<file path="src/rtl/sound_pkg.sv">
`default_nettype none
// ============================================================================
// Module   : sound_pkg
// Brief    : Shared types and register map for the sound block bus interface.
// Revision : 1.0
// ============================================================================
package sound_pkg;

    localparam logic [15:0] POKEY_BZ_BASE = 16'h1820;
    localparam logic [15:0] POKEY_RB_BASE = 16'h1810;
    localparam logic [15:0] OUT_LATCH_BZ  = 16'h1840;
    localparam logic [15:0] OUT_LATCH_RB  = 16'h1808;

    typedef struct packed {
        logic        write;
        logic [15:0] addr;
        logic [7:0]  wdata;
    } snd_bus_req_t;

    typedef enum logic [2:0] {
        SB_IDLE   = 3'd0,
        SB_SETUP  = 3'd1,
        SB_STROBE = 3'd2,
        SB_SAMPLE = 3'd3,
        SB_HOLD   = 3'd4
    } snd_bus_state_t;

endpackage
`default_nettype wire

</file>
<file path="src/rtl/sound_req_fifo.sv">
`default_nettype none
// ============================================================================
// Module   : sound_req_fifo
// Brief    : Request queue for the sound bus master; extra pointer bit
//            distinguishes full from empty.
// Revision : 1.0
// ============================================================================
module sound_req_fifo
    import sound_pkg::*;
#(
    parameter int DEPTH = 8
)
(
    input  logic         clk,
    input  logic         rst,
    input  logic         push,
    input  snd_bus_req_t push_data,
    input  logic         pop,
    output snd_bus_req_t head,
    output logic         full,
    output logic         empty
);

    localparam int            c_AW      = $clog2(DEPTH);
    localparam logic [c_AW:0] c_PTR_ONE = 1;

    snd_bus_req_t    r_mem [DEPTH];
    logic [c_AW:0]   r_wr_ptr;
    logic [c_AW:0]   r_rd_ptr;
    logic            w_do_push;
    logic            w_do_pop;

    assign full  = (r_wr_ptr[c_AW] != r_rd_ptr[c_AW]) &&
                   (r_wr_ptr[c_AW-1:0] == r_rd_ptr[c_AW-1:0]);
    assign empty = (r_wr_ptr == r_rd_ptr);

    assign w_do_push = push & ~full;
    assign w_do_pop  = pop & ~empty;

    always_ff @(posedge clk or negedge rst) begin
        if (!rst) begin
            r_wr_ptr <= '0;
            r_rd_ptr <= '0;
        end else begin
            if (w_do_push) r_wr_ptr <= r_wr_ptr + c_PTR_ONE;
            if (w_do_pop)  r_rd_ptr <= r_rd_ptr + c_PTR_ONE;
        end
    end

    // Storage needs no reset: pointers alone define which entries are valid.
    always_ff @(posedge clk) begin
        if (w_do_push) r_mem[r_wr_ptr[c_AW-1:0]] <= push_data;
    end

    assign head = r_mem[r_rd_ptr[c_AW-1:0]];

endmodule
`default_nettype wire

</file>
<file path="src/rtl/sound_bus_master.sv">
`default_nettype none
// ============================================================================
// Module   : sound_bus_master
// Brief    : Queues producer requests and replays them as 3 MHz-paced bus
//            cycles toward the sound block, returning read data in order.
// Revision : 1.0
// ============================================================================
module sound_bus_master
    import sound_pkg::*;
#(
    parameter int          DEPTH     = 8,
    parameter logic [15:0] IDLE_ADDR = 16'hFFFF
)
(
    input  logic        clk,
    input  logic        rst,
    input  logic        clk_3MHz_en,
    input  logic        req_valid,
    output logic        req_ready,
    input  logic        req_write,
    input  logic [15:0] req_addr,
    input  logic [7:0]  req_wdata,
    output logic        rsp_valid,
    output logic [7:0]  rsp_rdata,
    output logic        busy,
    output logic [15:0] addr_to_bram,
    output logic [7:0]  data_to_bram,
    output logic        should_read,
    input  logic [7:0]  data_from_bram
);

    snd_bus_state_t r_state;
    snd_bus_state_t w_state_nxt;
    logic           r_cur_write;
    logic           w_cur_write_nxt;
    logic [15:0]    w_addr_nxt;
    logic [7:0]     w_data_nxt;
    logic           w_sr_nxt;
    logic           w_capture;
    logic           w_pop;
    logic           w_push;
    logic           w_full;
    logic           w_empty;
    snd_bus_req_t   w_push_data;
    snd_bus_req_t   w_head;

    // Ready is held low while reset is asserted so nothing is accepted then.
    assign req_ready = rst & ~w_full;
    assign w_push    = req_valid & req_ready;

    assign w_push_data.write = req_write;
    assign w_push_data.addr  = req_addr;
    assign w_push_data.wdata = req_wdata;

    sound_req_fifo #(
        .DEPTH (DEPTH)
    ) u_fifo (
        .clk       (clk),
        .rst       (rst),
        .push      (w_push),
        .push_data (w_push_data),
        .pop       (w_pop),
        .head      (w_head),
        .full      (w_full),
        .empty     (w_empty)
    );

    assign busy = ~w_empty | (r_state != SB_IDLE);

    always_comb begin
        w_state_nxt     = r_state;
        w_cur_write_nxt = r_cur_write;
        w_addr_nxt      = addr_to_bram;
        w_data_nxt      = data_to_bram;
        w_sr_nxt        = should_read;
        w_capture       = 1'b0;
        w_pop           = 1'b0;
        if (clk_3MHz_en) begin
            case (r_state)
                SB_IDLE: begin
                    if (!w_empty) begin
                        w_pop           = 1'b1;
                        w_addr_nxt      = w_head.addr;
                        w_data_nxt      = w_head.write ? w_head.wdata : 8'h00;
                        w_cur_write_nxt = w_head.write;
                        w_state_nxt     = SB_SETUP;
                    end
                end
                SB_SETUP: begin
                    if (r_cur_write) begin
                        w_sr_nxt    = 1'b1;
                        w_state_nxt = SB_STROBE;
                    end else begin
                        w_state_nxt = SB_SAMPLE;
                    end
                end
                SB_STROBE: begin
                    w_sr_nxt    = 1'b0;
                    w_state_nxt = SB_HOLD;
                end
                SB_SAMPLE: begin
                    w_capture   = 1'b1;
                    w_state_nxt = SB_HOLD;
                end
                SB_HOLD: begin
                    w_addr_nxt  = IDLE_ADDR;
                    w_data_nxt  = 8'h00;
                    w_state_nxt = SB_IDLE;
                end
                default: begin
                    w_addr_nxt  = IDLE_ADDR;
                    w_data_nxt  = 8'h00;
                    w_sr_nxt    = 1'b0;
                    w_state_nxt = SB_IDLE;
                end
            endcase
        end
    end

    always_ff @(posedge clk or negedge rst) begin
        if (!rst) begin
            r_state      <= SB_IDLE;
            r_cur_write  <= 1'b0;
            addr_to_bram <= IDLE_ADDR;
            data_to_bram <= 8'h00;
            should_read  <= 1'b0;
            rsp_valid    <= 1'b0;
            rsp_rdata    <= 8'h00;
        end else begin
            r_state      <= w_state_nxt;
            r_cur_write  <= w_cur_write_nxt;
            addr_to_bram <= w_addr_nxt;
            data_to_bram <= w_data_nxt;
            should_read  <= w_sr_nxt;
            rsp_valid    <= w_capture;
            if (w_capture) rsp_rdata <= data_from_bram;
        end
    end

endmodule
`default_nettype wire

</file>
<file path="config.mk">
export PLATFORM = sky130hd
export DESIGN_NAME = sound_bus_master
export DESIGN_NICKNAME = d
export VERILOG_FILES = /design/src/rtl/sound_pkg.sv /design/src/rtl/sound_req_fifo.sv /design/src/rtl/sound_bus_master.sv
export SDC_FILE = /design/constraint.sdc
export NUM_CORES = 1
export LEC_CHECK = 0
export ABC_AREA = 1
export CORE_UTILIZATION = 55
export DETAILED_ROUTE_END_ITERATION = 10
export PLACE_DENSITY = 0.72
export SLEW_MARGIN = 40
export SYNTH_ARGS = -nofsm -noshare
export SYNTH_HDL_FRONTEND = slang
export SYNTH_HIERARCHICAL = 1
export SYNTH_SLANG_ARGS = --single-unit
export TNS_END_PERCENT = 30
</file>
<file path="constraint.sdc">
create_clock -name clk -period 5.9 [get_ports clk]
set_input_delay 0.59 -clock clk [delete_from_list [all_inputs] [get_ports clk]]
set_output_delay 0.59 -clock clk [all_outputs]
set_load 0.01 [all_outputs]
</file>
After elaboration in Yosys (flattened, before gate mapping)
Memory sizes are Yosys's and may differ from the RTL's.
Index checks and enable logic that the tools add are counted.
- word-level logic and storage cells: 57
- RAM bits: 200
- bits of input ports: 37
- register bits after elaboration: 46
- output and inout bits: 36
- memories: 1
- memory list (memory ; depth ; width ; read ports ; clocked after memory_dff ; write ports ; line ; source):
    u_fifo.r_mem ; 8 ; 25 ; 1 ; 0 ; 1 ; sound_req_fifo.sv:27 ; snd_bus_req_t r_mem [DEPTH];
- equality and inequality tests: 9
- reductions and logical operators: 10
- bitwise operators: 9
- $add $sub $neg: 2
- multiplexer cells: 17
- operators by type and width (kind ; number):
    one-hot mux 16 bit (2 select lines) ; 1
    two-way mux 16 bit ; 1
    two-way mux 8 bit ; 2
    one-hot mux 8 bit (2 select lines) ; 1
    two-way mux 1 bit ; 9
    one-hot mux 3 bit (3 select lines) ; 1
    AND reduction 3 bit ; 3
    adder 4 x 1 -> 4 bit (second input constant) ; 2
    equality test 3 x 2 -> 1 bit (second input constant) ; 2
    OR reduction 3 bit ; 2
    bitwise AND 1 bit ; 4
    equality test 4 bit ; 1
    != test 2 bit (second input constant) ; 2
    inverter 1 bit ; 4
    equality test 3 x 1 -> 1 bit (second input constant) ; 1
    equality test 3 bit ; 1
    equality test 3 bit (second input constant) ; 1
    zero test 3 bit ; 1
    two-way mux 3 bit ; 1
    nonzero test 3 bit ; 1
    one-hot mux 1 bit (2 select lines) ; 1
    AND reduction 2 bit ; 1
    OR reduction 2 bit ; 1
    logical AND 1 bit ; 1
    other kinds (2) ; 2

Longest topological paths before layout
Gate-level depths: netlist of run 1.
- depth after elaboration: 8
- mapped depth: 13
- depth with buffers taken out: 12

Hierarchy
Netlist of run 1, hierarchy kept.
- by module, submodules not included (module ; instances ; seq. area each (sq um) ; area each (sq um) ; cells each):
    sound_req_fifo ; 1 ; 6206.0 ; 8255.4 ; 653
    sound_bus_master ; 1 ; 970.9 ; 1845.5 ; 220

Worst setup path after synthesis of run 1
Ideal clock, no wire load.
- path kind: register to register
- start point: register u_fifo.r_rd_ptr[1]
- end point: memory u_fifo/r_mem[2][0] in the netlist's numbering (enable)
- clock period less this slack: 3185 ps
- required time: 5493 ps
- setup slack: 2715 ps
- path buffers: 1
- cell stages (with the launch flop): 11
- data arrival time: 2778 ps
- library setup time: 407 ps
- cells stage by stage: dfrtp_1 > buf_4 > clkinv_2 > nand2_1 > nand2_1 > inv_1 > nand4_4 > inv_1 > nor3b_1 > nand3_1 > nor2_1
- cells in the longest elaborated chain, start to end: 8
- ends and longest elaborated chain (item ; line ; source):
    start: declaration ; sound_req_fifo.sv:29 ; logic [c_AW:0] r_rd_ptr;
    start signal: assignment ; sound_req_fifo.sv:46 ; if (w_do_pop) r_rd_ptr <= r_rd_ptr + c_PTR_ONE;
    equality test 3 bit ; sound_req_fifo.sv:34 ; (r_wr_ptr[c_AW-1:0] == r_rd_ptr[c_AW-1:0]);
    logical AND 1 bit ; sound_req_fifo.sv:33 ; assign full = (r_wr_ptr[c_AW] != r_rd_ptr[c_AW]) &&
    named net w_full ; sound_bus_master.sv:42 ; logic w_full;
    inverter 1 bit ; sound_bus_master.sv:48 ; assign req_ready = rst & ~w_full;
    bitwise AND 1 bit ; sound_bus_master.sv:48 ;
    bitwise AND 1 bit ; sound_bus_master.sv:49 ; assign w_push = req_valid & req_ready;
    named net w_push ; sound_bus_master.sv:41 ; logic w_push;
    bitwise AND 1 bit ; sound_req_fifo.sv:37 ; assign w_do_push = push & ~full;
    two-way mux 1 bit ; sound_req_fifo.sv:52 ; if (w_do_push) r_mem[r_wr_ptr[c_AW-1:0]] <= push_data;
    two-way mux 1 bit (not written as such) ; sound_req_fifo.sv:52 ;
    end: declaration ; sound_req_fifo.sv:27 ;
The timed path passes the listed nets, and every way through them passes these cells.

Worst setup path in the final report of run 1
- start point: register u_fifo.r_rd_ptr[2]
- end point: memory u_fifo/r_mem[1][23] in the netlist's numbering (enable)
The elaborated chain is that of the path after synthesis.

==> flow_metrics.env, run 1 <==
export IMPL_cp_slowest_cell="nor2_2"
export IMPL_portBuffers=72
export IMPL_cts_root_buf="clkbuf_16"
export IMPL_drv_slew=0
export IMPL_setup_viol=0
export IMPL_ant_nets=0
export IMPL_via_count=6686
export IMPL_cp_end_kind="register"
export IMPL_pwr_share_comb=0.336
export IMPL_layout_common_cells="nand2_1 (204), edfxtp_1 (200), nor2_1 (114), o21ai_0 (87), clkdlybuf4s50_1 (70)"
export IMPL_cts_setup_buffers=0
export IMPL_clkPwrFrac=0.269
export IMPL_cts_resized_gates=0
export IMPL_path_class="reg2reg"
export IMPL_dpl_worst_slack_ps=2400
export IMPL_die_x_um=138
export IMPL_cp_num_buf_inv=4
export IMPL_worstMarginPinSlew_ps=786
export IMPL_gp_congestion=0.882
export IMPL_seq_area_frac_synth=0.711
export IMPL_tns_ps=0
export IMPL_cts_tree="done"
export IMPL_power_switching_w=0.00208
export IMPL_boundaryPins=73
export IMPL_finalCriticalPeriod_ps=3540
export IMPL_nets=974
export IMPL_first_iter_violations=510
export IMPL_htreeDepth=1
export IMPL_grt_max_degree=102
export IMPL_fp_dieH_um=138
export IMPL_syn_nets=912
export IMPL_status="complete, no violations"
export IMPL_cp_top_family="simple AND/OR/NAND/NOR gates"
export IMPL_final_common_cell="nand2_1"
export IMPL_setup_slack_ps=2360
export IMPL_max_stage_delay_ps=640
export IMPL_clkLatencyLatePin_ps=520
export IMPL_path_cells="buf_4 > inv_2 > nand2_1 > nand2_1 > nand4_4 > inv_1 > nor3b_1 > nand2_4 > nor2_2 > buf_4"
export IMPL_drive_gt1_frac=0.103
export IMPL_rsz0062_at_grt="false"
export IMPL_core_sq_mm=0.0180
export IMPL_synthToLayoutAreaGrowth_pct=16.6
export IMPL_layout_worst_path_cycle_share=0.600
export IMPL_drv_cap=0
export IMPL_ctsHoldBuffers=0
export IMPL_avgViaCountPerCell=5.66
export IMPL_grt_pass1_wl_um=33200
export IMPL_first_pass_iters=5
export IMPL_grtUsageTotal=0.232
export IMPL_synth_cell_types=30
export IMPL_internal_power_w=0.00383
export IMPL_cts_sinks=246
export IMPL_clock_skew_ps=9.67
export IMPL_hold_viol=0
export IMPL_antenna_found_initial=0
export IMPL_synth_seq_cells=246
export IMPL_slew_headroom=0.476
export IMPL_syn_inst=873
export IMPL_placed_area_sq_mm=0.0109
export IMPL_antennaDiodeCount=0
export IMPL_detail_route_drc_violations=0
export IMPL_power_frac_seq=0.395
export IMPL_critPathMaxFanout=31
export IMPL_wl_um=21600
export IMPL_leakagePower_nw=4.37
export IMPL_required_ps=6110
export IMPL_fmax_mhz=282
export IMPL_cellPowerDensity_mw_per_mm2=502
export IMPL_rows=49
export IMPL_cts_buffer_depth=3
export IMPL_swShare=0.352
export IMPL_peakVddDrop_mv=0.375
export IMPL_design_area_sq_mm=0.0118
export IMPL_min_path_type="in2async"
export IMPL_cts_buffers=26
export IMPL_dp_hpwl_um=12300
export IMPL_avgSynthCellArea_sq_um=11.6
export IMPL_fp_dieArea_sq_mm=0.0189
export IMPL_grt_ovfl_total=0
export IMPL_startpoint_type="register"
export IMPL_wl_per_cell_um=18.3
export IMPL_arrival_ps=3750
export IMPL_start_util=0.562
export IMPL_syn_cell_area_sq_mm=0.0101
export IMPL_power_w=0.00592
export IMPL_yosysWarnings=6
export IMPL_path_clk_slew_ps=60
export IMPL_grt_pass1_vias=6205
==> power groups by stage <==
stage / Clock [W] / Combinational, W / Sequential, W
2_1_floorplan: 0 / 0.00135 / 0.00236
3_3_place_gp: 0 / 0.00193 / 0.00235
3_5_place_dp: 0 / 0.00197 / 0.00237
4_1_cts: 0.00162 / 0.00199 / 0.00233
5_1_grt: 0.00169 / 0.00221 / 0.00237
6_report: 0.00159 / 0.00199 / 0.00234
==> flip-flops by register name, indices dropped and copies added, names as in the netlist <==
register / flops
rsp_rdata: 8
rsp_valid: 1
u_fifo/r_mem: 200
should_read: 1
r_state: 3
addr_to_bram: 16
data_to_bram: 8
u_fifo/r_wr_ptr: 4
u_fifo/r_rd_ptr: 4
r_cur_write: 1
==> cells in the mapped netlist (all sizes together) <==
cell	number	area (sq um)
nand3b	16	120
nor3b	1	7.51
o21bai	1	18.8
xor2	3	26.3
nand2	211	815
inv	18	67.6
nand3	41	220
ha	2	25.0
clkinv	2	10.0
nor3	1	5.00
nand4	2	27.5
o22ai	50	313
dfrtp	30	751
buf	35	215
dfstp	16	420
clkbuf	16	60.1
a21oi	1	5.00
nor2	124	473
edfxtp	200	6010
o21ai	103	516
==> kinds of logic after synthesis <==
group / after synthesis / synth area share
simple gates: 396 / 0.165
flops: 246 / 0.711
compound gates: 155 / 0.0844
buf+inv: 71 / 0.0349
xor+xnor: 3 / 0.00260
fa+ha+maj: 2 / 0.00248
==> layout make-up <==
type / count / area (sq um)
Inverter: 20 / 77.6
Clock buffer: 31 / 691
Fill cell: 1345 / 6180
Sequential cell: 246 / 7180
Multi-Input combinational cell: 556 / 2590
Timing Repair Buffer: 85 / 812
Clock inverter: 14 / 149
Tap cell: 229 / 287
==> worst register-to-register path, cell delays in order (launching register included) <==
cell	delay, ps
dfrtp_1	320
buf_4	330
inv_2	320
nand2_1	130
nand2_1	90
nand4_4	140
inv_1	70
nor3b_1	610
nand2_4	170
nor2_2	640
buf_4	380
==> layer usage <==
metal  track usage  vias up  routed length (um)
met5             0        -                   0
met4        0.0733        0                 461
met3        0.0383       33                1530
met2         0.372      237               10000
met1         0.323     3238                9580
li1              -     3178                   -
==> path summary, 6_finish.rpt <==
path / from / to / slack, ps / cells past startpoint
worst max-delay path: u_fifo/r_rd_ptr[2] / u_fifo/r_mem[1][23] / 2360 / 10
worst min-delay path: rst / u_fifo/r_wr_ptr[2] / 160 / 2
worst max register to register: u_fifo/r_rd_ptr[2] / u_fifo/r_mem[1][23] / 2360 / 10
worst min register to register: addr_to_bram[13] / addr_to_bram[13] / 460 / 2
max in group asynchronous: rst / u_fifo/r_rd_ptr[0] / 5320 / 2
min in group clk: addr_to_bram[13] / addr_to_bram[13] / 460 / 2
==> per-stage QoR <==
step | hold WS [ps] | instances | util
2_1_floorplan | 294 | 873 | -
3_3_place_gp | 452 | 1136 | 0.609
3_5_place_dp | 454 | 1136 | 0.609
4_1_cts | 165 | 1181 | 0.656
5_1_grt | 221 | 1181 | 0.656
6_report | 157 | 1181 | 0.656
No activity file was read; power rests on OpenSTA's default activity.
==> run 2, diff against run 1 <==
Clock period 5.9 ns to 3.5 ns, I/O delays scaled along.
==> run 2 against run 1 <==
  * Sequential share of layout area rose by 0.28 points
  * Worst setup slack got worse by 1800 ps
  * Sequential cell count unchanged
  * First-iteration DRC count grew 12%
  * Core utilization fell by 0.30 points
  * Largest cell class unchanged
==> flow_metrics.env, run 2 (synthesis gave the netlist of run 1 again) <==
export IMPL_gp_congestion=0.815
export IMPL_antennaDiodeCount=0
export IMPL_ff2ff_path_depth=9
export IMPL_cp_num_buf_inv=3
export IMPL_cts_buffer_depth=3
export IMPL_via_count=6676
export IMPL_tns_ps=0
export IMPL_grtUsageTotal=0.230
export IMPL_boundaryPins=73
export IMPL_cp_endpoint="u_fifo/r_mem[1][22]"
export IMPL_detail_route_drc_violations=0
export IMPL_top_layer="met4"
export IMPL_cts_tree="done"
export IMPL_holdWs_ps=382
export IMPL_wl_per_cell_um=18.0
export IMPL_cts_root_buf="clkbuf_16"
export IMPL_startpoint="u_fifo/r_wr_ptr[0]"
export IMPL_path_clk_slew_ps=60
export IMPL_synthToLayoutAreaGrowth_pct=16.1
export IMPL_layout_worst_path_cycle_share=0.849
export IMPL_dr_wl_met2_um=9440
export IMPL_r2r_setup_slack_ps=530
export IMPL_dp_hpwl_um=13200
export IMPL_drv_slew=0
export IMPL_peakVddDrop_mv=0.730
export IMPL_cp_end_kind="register"
export IMPL_drive_gt1_frac=0.0981
export IMPL_fp_dieArea_sq_mm=0.0189
export IMPL_grt_pass1_wl_um=32300
export IMPL_met1_length_um=9510
export IMPL_cpMostUsedCell="inv_1"
export IMPL_cts_resized_gates=0
export IMPL_die_x_um=138
export IMPL_crit_cells=9
export IMPL_rsz0062_at_grt="false"
export IMPL_portBuffers=72
export IMPL_status="complete, no violations"
export IMPL_fp_dieH_um=138
export IMPL_hold_viol=0
export IMPL_drv_cap=0
export IMPL_cts_sinks=246
export IMPL_dp_cells=1141
export IMPL_worstMarginPinSlew_ps=813
export IMPL_leakagePower_nw=4.36
export IMPL_dr_wl_met3_um=2160
export IMPL_reg2reg_to="u_fifo/r_mem[1][22]"
export IMPL_layout_common_cells="nand2_1 (204), edfxtp_1 (200), nor2_1 (114), o21ai_0 (87), clkdlybuf4s50_1 (71)"
export IMPL_cp_slowest_cell="nor3b_1"
export IMPL_htreeDepth=1
export IMPL_rows=49
export IMPL_core_sq_mm=0.0180
export IMPL_finalCriticalPeriod_ps=2970
export IMPL_reg2reg_from="u_fifo/r_wr_ptr[0]"
export IMPL_arrival_ps=3180
export IMPL_cts_buffers=25
export IMPL_setup_slack_ps=527
export IMPL_final_common_cell="nand2_1"
export IMPL_wl_um=21400
export IMPL_grt_max_degree=104
export IMPL_cts_setup_buffers=0
export IMPL_nets=979
export IMPL_antenna_found_initial=1
export IMPL_dpl_worst_slack_ps=566
export IMPL_path_cells="inv_1 > nand2_1 > nand2_2 > nand4_4 > inv_1 > nor3b_1 > nand2_4 > nor2_2 > buf_12"
export IMPL_avgViaCountPerCell=5.62
export IMPL_grt_pass1_vias=5949
export IMPL_clock_skew_ps=17.1
export IMPL_start_util=0.562
export IMPL_critPathMaxFanout=16
export IMPL_grt_ovfl_total=0
export IMPL_fmax_mhz=336
export IMPL_slew_headroom=0.457
export IMPL_startpoint_type="register"
export IMPL_max_stage_delay_ps=680
export IMPL_finalNonFillerCells=1187
export IMPL_clkLatencyLatePin_ps=510
export IMPL_ant_nets=0
export IMPL_first_pass_iters=5
export IMPL_min_path_type="in2reg"
export IMPL_fillers=1352
export IMPL_ctsHoldBuffers=1
export IMPL_first_iter_violations=571
export IMPL_path_class="reg2reg"
export IMPL_setup_viol=0
export IMPL_largest_reg_flops=200
export IMPL_required_ps=3710
export IMPL_cp_top_family="simple AND/OR/NAND/NOR gates"
export IMPL_cellPowerDensity_mw_per_mm2=822
run 2: final cells by class:
| cell class | count | area (sq um) | area share |
|---|---|---|---|
| tap | 229 | 287 | 0.0244 |
| multi-input combinational | 556 | 2590 | 0.221 |
| clock buffer | 38 | 684 | 0.0584 |
| timing repair buffer | 91 | 881 | 0.0751 |
| inverter | 20 | 77.6 | 0.00661 |
| sequential | 246 | 7180 | 0.612 |
| clock inverter | 7 | 32.5 | 0.00277 |
run 2: power breakdown:
| group | leakage (nW) | internal, W | switching (W) |
|---|---|---|---|
| logic | 1.65 | 0.00122 | 0.00223 |
| clock network | 0.352 | 0.00134 | 0.000997 |
| registers | 2.36 | 0.00366 | 0.000198 |
run 2: worst min path at each step:
stage                           start          endpoint  depth (start not counted)
finish              data_from_bram[3]      rsp_rdata[3]                          3
global route        data_from_bram[6]      rsp_rdata[6]                          3
CTS                 data_from_bram[3]      rsp_rdata[3]                          3
detailed placement   addr_to_bram[12]  addr_to_bram[12]                          2
global placement     addr_to_bram[10]  addr_to_bram[10]                          2
floorplan                         rst   data_to_bram[0]                          0
run 2: tightest hold or removal path: cells and delay by family:
| family | cells | cell delay [ps] |
|---|---|---|
| buffers and inverters | 1 | 400 |
| AND/OR/NAND/NOR | 2 | 100 |
run 2: layer usage:
layer,GRT usage,vias up
li1,-,3194
met1,0.344,3163
met2,0.342,293
met3,0.0478,26
met4,0.0592,0
met5,0,-
run 2: through the flow:
step,area [sq um],utilization,power (W)
floorplan,10100,-,0.00625
global placement,11000,0.612,0.00726
detailed placement,11000,0.612,0.00733
CTS,11700,0.653,0.00969
global route,11700,0.653,0.0102
finish,11700,0.653,0.00964
